<file path="src/rtl/weight_mem_server.sv">
// Streams one filter's weights from SRAM to the weight buffer through a 2-word staging FIFO.
// cur_mode encoding: 0 = MODE1, 1 = MODE2, 2 = MODE3, 3 = MODE4.
module weight_mem_server #(
  parameter int ADDR_W     = 16,
  parameter int FIFO_DEPTH = 2
) (
  input  logic              clk,
  input  logic              rst_n,
  input  logic [1:0]        cur_mode,
  input  logic              start,
  input  logic [ADDR_W-1:0] base_addr,
  input  logic              abort,
  output logic              sram_rd_en,
  output logic [ADDR_W-1:0] sram_addr,
  input  logic [63:0]       sram_rdata,
  input  logic              mem_req,
  output logic [63:0]       weight_data,
  output logic              mem_data_valid,
  output logic              busy,
  output logic              done
);

  localparam logic [1:0] MODE1 = 2'd0;
  localparam logic [1:0] MODE2 = 2'd1;
  localparam logic [1:0] MODE3 = 2'd2;
  localparam logic [1:0] MODE4 = 2'd3;

  localparam int CNT_W  = 7;
  localparam int PTR_W  = (FIFO_DEPTH > 1) ? $clog2(FIFO_DEPTH) : 1;
  localparam int FCNT_W = $clog2(FIFO_DEPTH + 1);

  localparam logic [FCNT_W:0]   DEPTH_OCC = (FCNT_W + 1)'(FIFO_DEPTH);
  localparam logic [FCNT_W-1:0] DEPTH_CNT = FCNT_W'(FIFO_DEPTH);

  typedef enum logic [1:0] {
    ST_IDLE,
    ST_FETCH,
    ST_DONE
  } state_t;

  state_t            state_reg;
  logic [1:0]        mode_reg;
  logic [ADDR_W-1:0] base_reg;
  logic [CNT_W-1:0]  issued_reg;
  logic [CNT_W-1:0]  xfer_reg;
  logic [FCNT_W-1:0] fifo_count_reg;
  logic [PTR_W-1:0]  wr_ptr_reg;
  logic [PTR_W-1:0]  rd_ptr_reg;
  logic              inflight_reg;
  logic [63:0]       fifo_mem [FIFO_DEPTH];

  logic [CNT_W-1:0]  target_words;
  logic              fetching;
  logic              fifo_valid;
  logic              pop;
  logic              push;
  logic              last_xfer;
  logic              pad_word;
  logic [FCNT_W:0]   occ_after_pop;
  logic [63:0]       head_word;

  always_comb begin
    target_words = 7'd88;
    unique case (mode_reg)
      MODE1, MODE2: target_words = 7'd88;
      MODE3:        target_words = 7'd19;
      MODE4:        target_words = 7'd11;
      default:      target_words = 7'd88;
    endcase
  end

  assign fetching   = rst_n && (state_reg == ST_FETCH);
  assign fifo_valid = fetching && (fifo_count_reg != '0);
  assign pop        = fifo_valid && mem_req;
  // Data returning in the abort cycle belongs to the cancelled fetch and is dropped.
  assign push       = fetching && inflight_reg && !abort;
  assign last_xfer  = pop && (xfer_reg == target_words - 1'b1);

  // Words already owned by the FIFO or on their way back, less the one leaving now.
  assign occ_after_pop = {1'b0, fifo_count_reg}
                       + {{FCNT_W{1'b0}}, inflight_reg}
                       - {{FCNT_W{1'b0}}, pop};

  assign sram_rd_en = fetching && !abort && mem_req
                    && (issued_reg < target_words)
                    && (occ_after_pop < DEPTH_OCC);
  assign sram_addr  = rst_n ? (base_reg + ADDR_W'(issued_reg)) : '0;

  assign head_word = fifo_mem[rd_ptr_reg];
  // In the 2-word-per-row modes the second word of each row only carries 24 valid bits.
  assign pad_word  = ((mode_reg == MODE1) || (mode_reg == MODE2)) && xfer_reg[0];

  always_comb begin
    weight_data = '0;
    if (fifo_valid) begin
      weight_data = pad_word ? {40'd0, head_word[23:0]} : head_word;
    end
  end

  assign mem_data_valid = fifo_valid;
  assign busy           = fetching;
  assign done           = rst_n && (state_reg == ST_DONE);

  always_ff @(posedge clk) begin
    if (push) begin
      fifo_mem[wr_ptr_reg] <= sram_rdata;
    end
  end

  always_ff @(posedge clk) begin
    if (!rst_n || abort) begin
      state_reg      <= ST_IDLE;
      issued_reg     <= '0;
      xfer_reg       <= '0;
      fifo_count_reg <= '0;
      wr_ptr_reg     <= '0;
      rd_ptr_reg     <= '0;
      inflight_reg   <= 1'b0;
      if (!rst_n) begin
        mode_reg <= MODE1;
        base_reg <= '0;
      end
    end else begin
      inflight_reg <= sram_rd_en;
      unique case (state_reg)
        ST_IDLE: begin
          if (start) begin
            state_reg      <= ST_FETCH;
            mode_reg       <= cur_mode;
            base_reg       <= base_addr;
            issued_reg     <= '0;
            xfer_reg       <= '0;
            fifo_count_reg <= '0;
            wr_ptr_reg     <= '0;
            rd_ptr_reg     <= '0;
          end
        end
        ST_FETCH: begin
          if (sram_rd_en) begin
            issued_reg <= issued_reg + 1'b1;
          end
          if (push) begin
            wr_ptr_reg <= wr_ptr_reg + 1'b1;
          end
          if (pop) begin
            rd_ptr_reg <= rd_ptr_reg + 1'b1;
            xfer_reg   <= xfer_reg + 1'b1;
          end
          fifo_count_reg <= fifo_count_reg + FCNT_W'(push) - FCNT_W'(pop);
          if (last_xfer) begin
            state_reg <= ST_DONE;
          end
        end
        ST_DONE: state_reg <= ST_IDLE;
        default: state_reg <= ST_IDLE;
      endcase
    end
  end

  fifo_no_overflow: assert property (@(posedge clk) disable iff (!rst_n)
    !(push && !pop && (fifo_count_reg == DEPTH_CNT)));

endmodule

</file>
<file path="config.mk">
export PLATFORM = sky130hd
export DESIGN_NAME = weight_mem_server
export DESIGN_NICKNAME = d
export VERILOG_FILES = /design/src/rtl/weight_mem_server.sv
export SDC_FILE = /design/constraint.sdc
export NUM_CORES = 1
export LEC_CHECK = 0
export BUFFER_PORTS_ARGS = -buffer_cell sky130_fd_sc_hd__buf_2
export CORE_MARGIN = 5
export CORE_UTILIZATION = 49
export CTS_CLUSTER_DIAMETER = 30
export CTS_CLUSTER_SIZE = 40
export DETAILED_ROUTE_END_ITERATION = 8
export PLACE_DENSITY = 0.77
export SETUP_SLACK_MARGIN = 0.4
export SLEW_MARGIN = 10
export SYNTH_ARGS = -nofsm -noshare
export SYNTH_HDL_FRONTEND = slang
export SYNTH_SLANG_ARGS = --single-unit
</file>
<file path="constraint.sdc">
create_clock -name clk -period 4.06 [get_ports clk]
set_clock_uncertainty 0.05 [all_clocks]
set_input_delay 0.609 -clock clk [delete_from_list [all_inputs] [get_ports clk]]
set_output_delay 0.609 -clock clk [all_outputs]
set_load 0.005 [all_outputs]
</file>
==> summary.md, run 1 <==
| Metric | Value |
|---|---|
| Largest net degree at the start of global routing | `65` |
| Top_reg_cell synth | `edfxtp_1` |
| Fin. Hold Viols | `0` |
| Routability cong. | `0.859` |
| Worst skew pair latency | `0.43 ns` |
| Worst setup SP type | `flip-flop` |
| Critical path arrival | `2.83 ns` |
| Crit Path Class | `flip-flop to output pin` |
| Drt wl/cell | `16.9 um` |
| Hold crit path type | `input port to flip-flop` |
| Async S/R FF share, synth | `0%` |
| Final setup TNS | `0 ns` |
| Vias per std cell | `5.27` |
| Max FO, Critical Path | `5` |
| Clk pin slew, worst setup/hold paths | `0.07 ns` |
| CP Data Required Time | `3.40 ns` |
| Post-DP HPWL | `10700 um` |
| Synth Instances | `537` |
| Layout cells sized above 1 | `31.2%` |
| Fmax | `287 MHz` |
| Worst Setup End Kind | `output pin` |
| Slew Viols, Final | `0` |
| Most frequent cells in the layout | `buf_2 (170), edfxtp_1 (146), nor2_1 (93)` |
| Net Count, Synth | `642` |
| Worst reg-to-reg setup slack | `1.16 ns` |
| Yosys warns | `0` |
| Outcome | `finished, final reports clean` |
| Number of global-route vias before repair | `4994` |
| Reg2reg path depth | `14` |
| IO Count | `171` |
| Final non-filler cell total | `914` |
| Rel. slew slack | `24.2%` |
| VDD IR max | `322 uV` |
| #FFs+latches synth | `168` |
| CTS tree | `built` |
| Psw | `0.786 mW` |
| Num rows | `44` |
| Area growth syn-to-layout | `23.7%` |
| Clock root buffer | `clkbuf_16` |
| Multi-input logic area | `2350 um^2` |
| Final Net Count | `822` |
| Fillers | `1105` |
| Worst-margin pin slew | `1.14 ns` |
| Seq/Total Area, Yosys | `66.1%` |
| CORE AREA | `14600 um^2` |
| Initial antenna violation count | `0` |
| Hold slack final | `0.315 ns` |
| Synth Area per Inst | `13.6 um^2` |
| Critical R2R Capture | `issued_reg[5]$_SDFFE_PP0P_` |
| ANT cells | `0` |
| Setup violations, final | `0` |
| Die X | `132 um` |
| P_leak | `3.52 nW` |
| Post-Route WL | `15400 um` |
| Post-Syn Area | `7300 um^2` |
| Max FFs per register | `128` |
| Routed vias | `4813` |
| EDFF count, synth | `146` |
| # DRC | `0` |
| Hold EP | `fifo_mem[0][6]$_DFFE_PP_` |
| Die ar. | `17400 um^2` |
| Distinct cells, synth | `51` |
| Post-CTS Hold Buffers | `0` |
| Min Tclk post-route | `3.49 ns` |
| RSZ-0062 raised after global routing | `no` |
| Max_cap viols | `0` |
| Sequential power share | `51.2%` |
| Switching Fraction | `21.0%` |
| Storage cell area | `4830 um^2` |
| Global route overflow | `0` |
| Clk buf depth | `2` |
| Hold path cells | `1` |
| Detailed router's first-iteration violation count | `291` |
| Die Span Y | `132 um` |
| Place WS | `0.594 ns` |
| Initial Util | `50.0%` |
| Clk network pwr share | `44.8%` |
| HP Start | `sram_rdata[6]` |
| Htree depth | `4` |
| Most common cell after layout, fill and taps aside | `buf_2` |
| Period utilization | `85.9%` |
| First-pass GRT wire length | `24800 um` |
| Fin worst setup slack | `0.572 ns` |
| Worst r2r src | `fifo_count_reg[1]$_SDFFE_PP0P_` |
| Cell Int Power | `2.95 mW` |
| # clock sinks | `168` |
| Pwr/cell area | `414 nW/um^2` |
| Total GRT Usage | `17.7%` |
| Combinational share of power | `4.0%` |
| # port buffers | `170` |
| Antenna-violating nets left | `0` |
| Placed insts | `878` |
| Drt first pass iters | `4` |
| Num CTS Buffers | `17` |
[cell usage after synthesis, drive strengths merged, types with 8 or more instances]
master | instances | area share (%)
edfxtp | 146 | 60
and2 | 20 | 1.7
inv | 12 | 0.62
nor2 | 95 | 4.9
ha | 16 | 2.7
o21ai | 8 | 0.55
a21oi | 12 | 0.93
xor2 | 12 | 1.4
nand2 | 20 | 1.2
dfxtp | 22 | 6.0
nand3 | 12 | 0.82
mux2i | 68 | 9.3
nor3 | 8 | 0.55
buf | 14 | 1.0
[metal layers]
metal | vias up | wire, um | global-route usage (%)
li1 | 2319 | - | -
met1 | 2333 | 6140 | 20.7
met2 | 141 | 8070 | 30.8
met3 | 20 | 975 | 5.11
met4 | 0 | 238 | 6.80
met5 | - | 0 | 0
[worst max-delay path by stage]
stage / start / end / slack, ns / cells after the start
after floorplan: abort / fifo_mem[0][0]$_DFFE_PP_ / -0.19 / 4
after global placement: rst_n / sram_rd_en / 0.65 / 12
after detailed placement: rst_n / sram_rd_en / 0.59 / 12
after CTS: fifo_count_reg[1]$_SDFFE_PP0P_ / sram_rd_en / 0.45 / 11
after global routing: fifo_count_reg[1]$_SDFFE_PP0P_ / sram_rd_en / 0.40 / 11
final: fifo_count_reg[1]$_SDFFE_PP0P_ / sram_rd_en / 0.57 / 11
[power groups by stage]
stage          combinational (mW)  sequential, mW  clock, mW
2_1_floorplan              0.0826            1.94          0
3_3_place_gp                0.141            1.95          0
3_5_place_dp                0.148            1.95          0
4_1_cts                     0.149            1.91       1.70
5_1_grt                     0.166            1.91       1.77
6_report                    0.149            1.91       1.67
[per-stage QoR]
stage | cell area, um^2 | util [%] | power [mW]
floorplan | 7300 | - | 2.02
global placement | 8380 | 57.4 | 2.09
detailed placement | 8380 | 57.4 | 2.10
CTS | 8990 | 61.6 | 3.76
global route | 9030 | 61.9 | 3.85
finish | 9030 | 61.9 | 3.73
[critical path, cell delays in order (launching register included)]
cell and delay, ns:
dfxtp_1 0.37, or2_2 0.35, nand2_4 0.08, clkinv_2 0.08
nand2_2 0.13, xnor2_1 0.13, nand2_1 0.08, fa_1 0.47
and3b_1 0.20, nand4_4 0.17, a21oi_4 0.21, buf_2 0.13
[layout make-up]
cell class                      instances  area share (%)
Inverter                               13           0.554
Clock inverter                         15            2.11
Tap cell                              184            2.55
Sequential cell                       168            53.5
Timing Repair Buffer                  180            10.5
Clock buffer                           17            4.71
Multi-Input combinational cell        337            26.1
[logic make-up (layout without fill, tap and decap cells)]
logic type                 count (synthesis)  in the layout  synth area share (%)
AOI/OAI and AO/OA                         40             40                  4.01
and+or+nand+nor                          192            192                  13.0
adders and majority gates                 18             18                  3.29
muxes                                     68             68                  9.32
xor gates and xnor gates                  19             19                  2.28
buffers and inverters                     32            225                  1.97
DFF                                      168            168                  66.1
[timing repair]
item                       in CTS  in global routing
setup endpoints to repair       0                  1
buffers inserted                0                  4
resized for setup               0                  1
Power figures use the tool's default switching activity.
==> run 2, diff against run 1 <==
--- a/config.mk
+++ b/config.mk
@@ -6,12 +6,14 @@
 export NUM_CORES = 1
 export LEC_CHECK = 0
 export BUFFER_PORTS_ARGS = -buffer_cell sky130_fd_sc_hd__buf_2
+export CELL_PAD_IN_SITES_DETAIL_PLACEMENT = 1
+export CELL_PAD_IN_SITES_GLOBAL_PLACEMENT = 1
 export CORE_MARGIN = 5
-export CORE_UTILIZATION = 49
+export CORE_UTILIZATION = 39
 export CTS_CLUSTER_DIAMETER = 30
 export CTS_CLUSTER_SIZE = 40
 export DETAILED_ROUTE_END_ITERATION = 8
-export PLACE_DENSITY = 0.77
+export PLACE_DENSITY_LB_ADDON = 0.1
 export SETUP_SLACK_MARGIN = 0.4
 export SLEW_MARGIN = 10
 export SYNTH_ARGS = -nofsm -noshare
==> summary.md, run 2 (synthesis results as in run 1) <==
| Metric | Value |
|---|---|
| Total GRT Usage | `15.7% (was 17.7%)` |
| Htree depth | `4 (unchanged)` |
| First-pass GRT wire length | `27000 um (was 24800 um)` |
| Rel. slew slack | `41.5% (was 24.2%)` |
| Fin. Hold Viols | `0 (unchanged)` |
| Drt first pass iters | `4 (unchanged)` |
| Fmax | `286 MHz (was 287 MHz)` |
| Num rows | `50 (was 44)` |
| Area growth syn-to-layout | `24.8% (was 23.7%)` |
| Detailed router's first-iteration violation count | `184 (was 291)` |
| Worst-margin pin slew | `0.878 ns (was 1.14 ns)` |
| # clock sinks | `168 (unchanged)` |
| Final setup TNS | `0 ns (unchanged)` |
| Die Span Y | `147 um (was 132 um)` |
| Switching Fraction | `21.2% (was 21.0%)` |
| Most common cell after layout, fill and taps aside | `buf_2 (unchanged)` |
| Num CTS Buffers | `17 (unchanged)` |
| Clk buf depth | `2 (unchanged)` |
| Number of global-route vias before repair | `5209 (was 4994)` |
| Max_cap viols | `0 (unchanged)` |
| CORE AREA | `18600 um^2 (was 14600 um^2)` |
| Crit Path Class | `flip-flop to output pin (unchanged)` |
| Most frequent cells in the layout | `buf_2 (170), edfxtp_1 (146), nor2_1 (93) (unchanged)` |
| Clk pin slew, worst setup/hold paths | `0.07 ns (about the same)` |
| Die ar. | `21600 um^2 (was 17400 um^2)` |
| Final instance area | `9110 um^2 (was 9030 um^2)` |
| Pwr/cell area | `411 nW/um^2 (was 414 nW/um^2)` |
| Combinational share of power | `4.2% (was 4.0%)` |
| ANT cells | `0 (unchanged)` |
| CP Data Required Time | `3.40 ns (about the same)` |
| Placed Area | `8460 um^2 (was 8380 um^2)` |
| Outcome | `finished, final reports clean (unchanged)` |
| Routed vias | `4805 (was 4813)` |
| Initial antenna violation count | `0 (unchanged)` |
| # DRC | `0 (unchanged)` |
| Cell Int Power | `2.95 mW (about the same)` |
| Max FFs per register | `128 (unchanged)` |
| # port buffers | `170 (unchanged)` |
| Routability cong. | `0.788 (was 0.859)` |
| IO Count | `171 (unchanged)` |
| CTS tree | `built (unchanged)` |
| Worst skew pair latency | `0.41 ns (was 0.43 ns)` |
| Fin worst setup slack | `0.566 ns (was 0.572 ns)` |
| Worst Setup End Kind | `output pin (unchanged)` |
| Post-DP HPWL | `12100 um (was 10700 um)` |
| Critical path arrival | `2.84 ns (was 2.83 ns)` |
| Clk network pwr share | `44.8% (about the same)` |
| Largest net degree at the start of global routing | `65 (unchanged)` |
| Place WS | `0.610 ns (was 0.594 ns)` |
| Drt wl/cell | `17.5 um (was 16.9 um)` |
| Die X | `147 um (was 132 um)` |
| Period utilization | `86.1% (was 85.9%)` |
| Global route overflow | `0 (unchanged)` |
| Initial Util | `39.3% (was 50.0%)` |
| RSZ-0062 raised after global routing | `no (unchanged)` |
| VDD IR max | `268 uV (was 322 uV)` |
| Psw | `0.792 mW (was 0.786 mW)` |
| Final Net Count | `823 (was 822)` |
| P_leak | `3.54 nW (was 3.52 nW)` |
| Clock root buffer | `clkbuf_16 (unchanged)` |
| Worst setup SP type | `flip-flop (unchanged)` |
| Antenna-violating nets left | `0 (unchanged)` |
| Hold crit path type | `input port to flip-flop (unchanged)` |
| Min Tclk post-route | `3.49 ns (about the same)` |
| Post-Route WL | `16900 um (was 15400 um)` |
| Vias per std cell | `4.98 (was 5.27)` |
| Layout cells sized above 1 | `31.6% (was 31.2%)` |
| Setup violations, final | `0 (unchanged)` |
| Sequential power share | `51.0% (was 51.2%)` |
| Slew Viols, Final | `0 (unchanged)` |
| Max FO, Critical Path | `5 (unchanged)` |
## run 2: power by group through the flow
stage / Sequential, mW / Clock [mW] / Combinational, mW
2_1_floorplan: 1.94 / 0 / 0.0826
3_3_place_gp: 1.95 / 0 / 0.150
3_5_place_dp: 1.95 / 0 / 0.157
4_1_cts: 1.91 / 1.73 / 0.158
5_1_grt: 1.91 / 1.82 / 0.176
6_report: 1.91 / 1.68 / 0.156
## run 2: path summary, 6_finish.rpt
check             cells after the start  slack (ns)                            from                          to
setup / recovery                     11        0.57  fifo_count_reg[1]$_SDFFE_PP0P_                  sram_rd_en
hold / removal                        1        0.33                   sram_rdata[6]    fifo_mem[1][6]$_DFFE_PP_
setup reg to reg                     12        1.24  fifo_count_reg[1]$_SDFFE_PP0P_  issued_reg[4]$_SDFFE_PP0P_
hold reg to reg                       1        0.45      issued_reg[6]$_SDFFE_PP0P_  issued_reg[6]$_SDFFE_PP0P_
## run 2: through the flow
step	power [mW]	cells	hold WS (ns)	utilization [%]
4_1_cts	3.80	962	0.300	48.9
6_report	3.74	964	0.326	49.0
3_3_place_gp	2.10	931	0.431	45.5
5_1_grt	3.91	964	0.294	49.0
2_1_floorplan	2.02	537	0.406	-
3_5_place_dp	2.11	931	0.446	45.5
## run 2: final cells by class
class | count | area [um^2]
fillers | 1975 | 9470
flip-flops and latches | 168 | 4830
multi-input cells | 337 | 2360
repair buffers | 181 | 958
clock buffers | 17 | 425
well taps | 234 | 293
clock inverters | 14 | 191
inverters | 13 | 50.0
## run 2: worst max-delay path, stage by stage (launching register included)
cell	delay [ns]
dfxtp_1	0.38
or2_2	0.36
nand2_4	0.09
clkinv_2	0.08
nand2_2	0.13
xnor2_1	0.13
nand2_1	0.08
fa_1	0.48
and3b_1	0.21
nand4_4	0.16
a21oi_4	0.19
buf_2	0.14
## run 2: metal layers
metal | routed length (um) | up-vias | track usage [%]
met5 | 0 | - | 0
met1 | 7460 | 2346 | 19.6
met2 | 8360 | 130 | 27.0
met3 | 852 | 16 | 4.13
met4 | 227 | 0 | 4.70
li1 | - | 2313 | -
## run 2: what timing repair did
action	in CTS	in global routing
buffers inserted	0	2
resized for setup	0	2
hold buffers	0	0
setup endpoints to repair	0	1
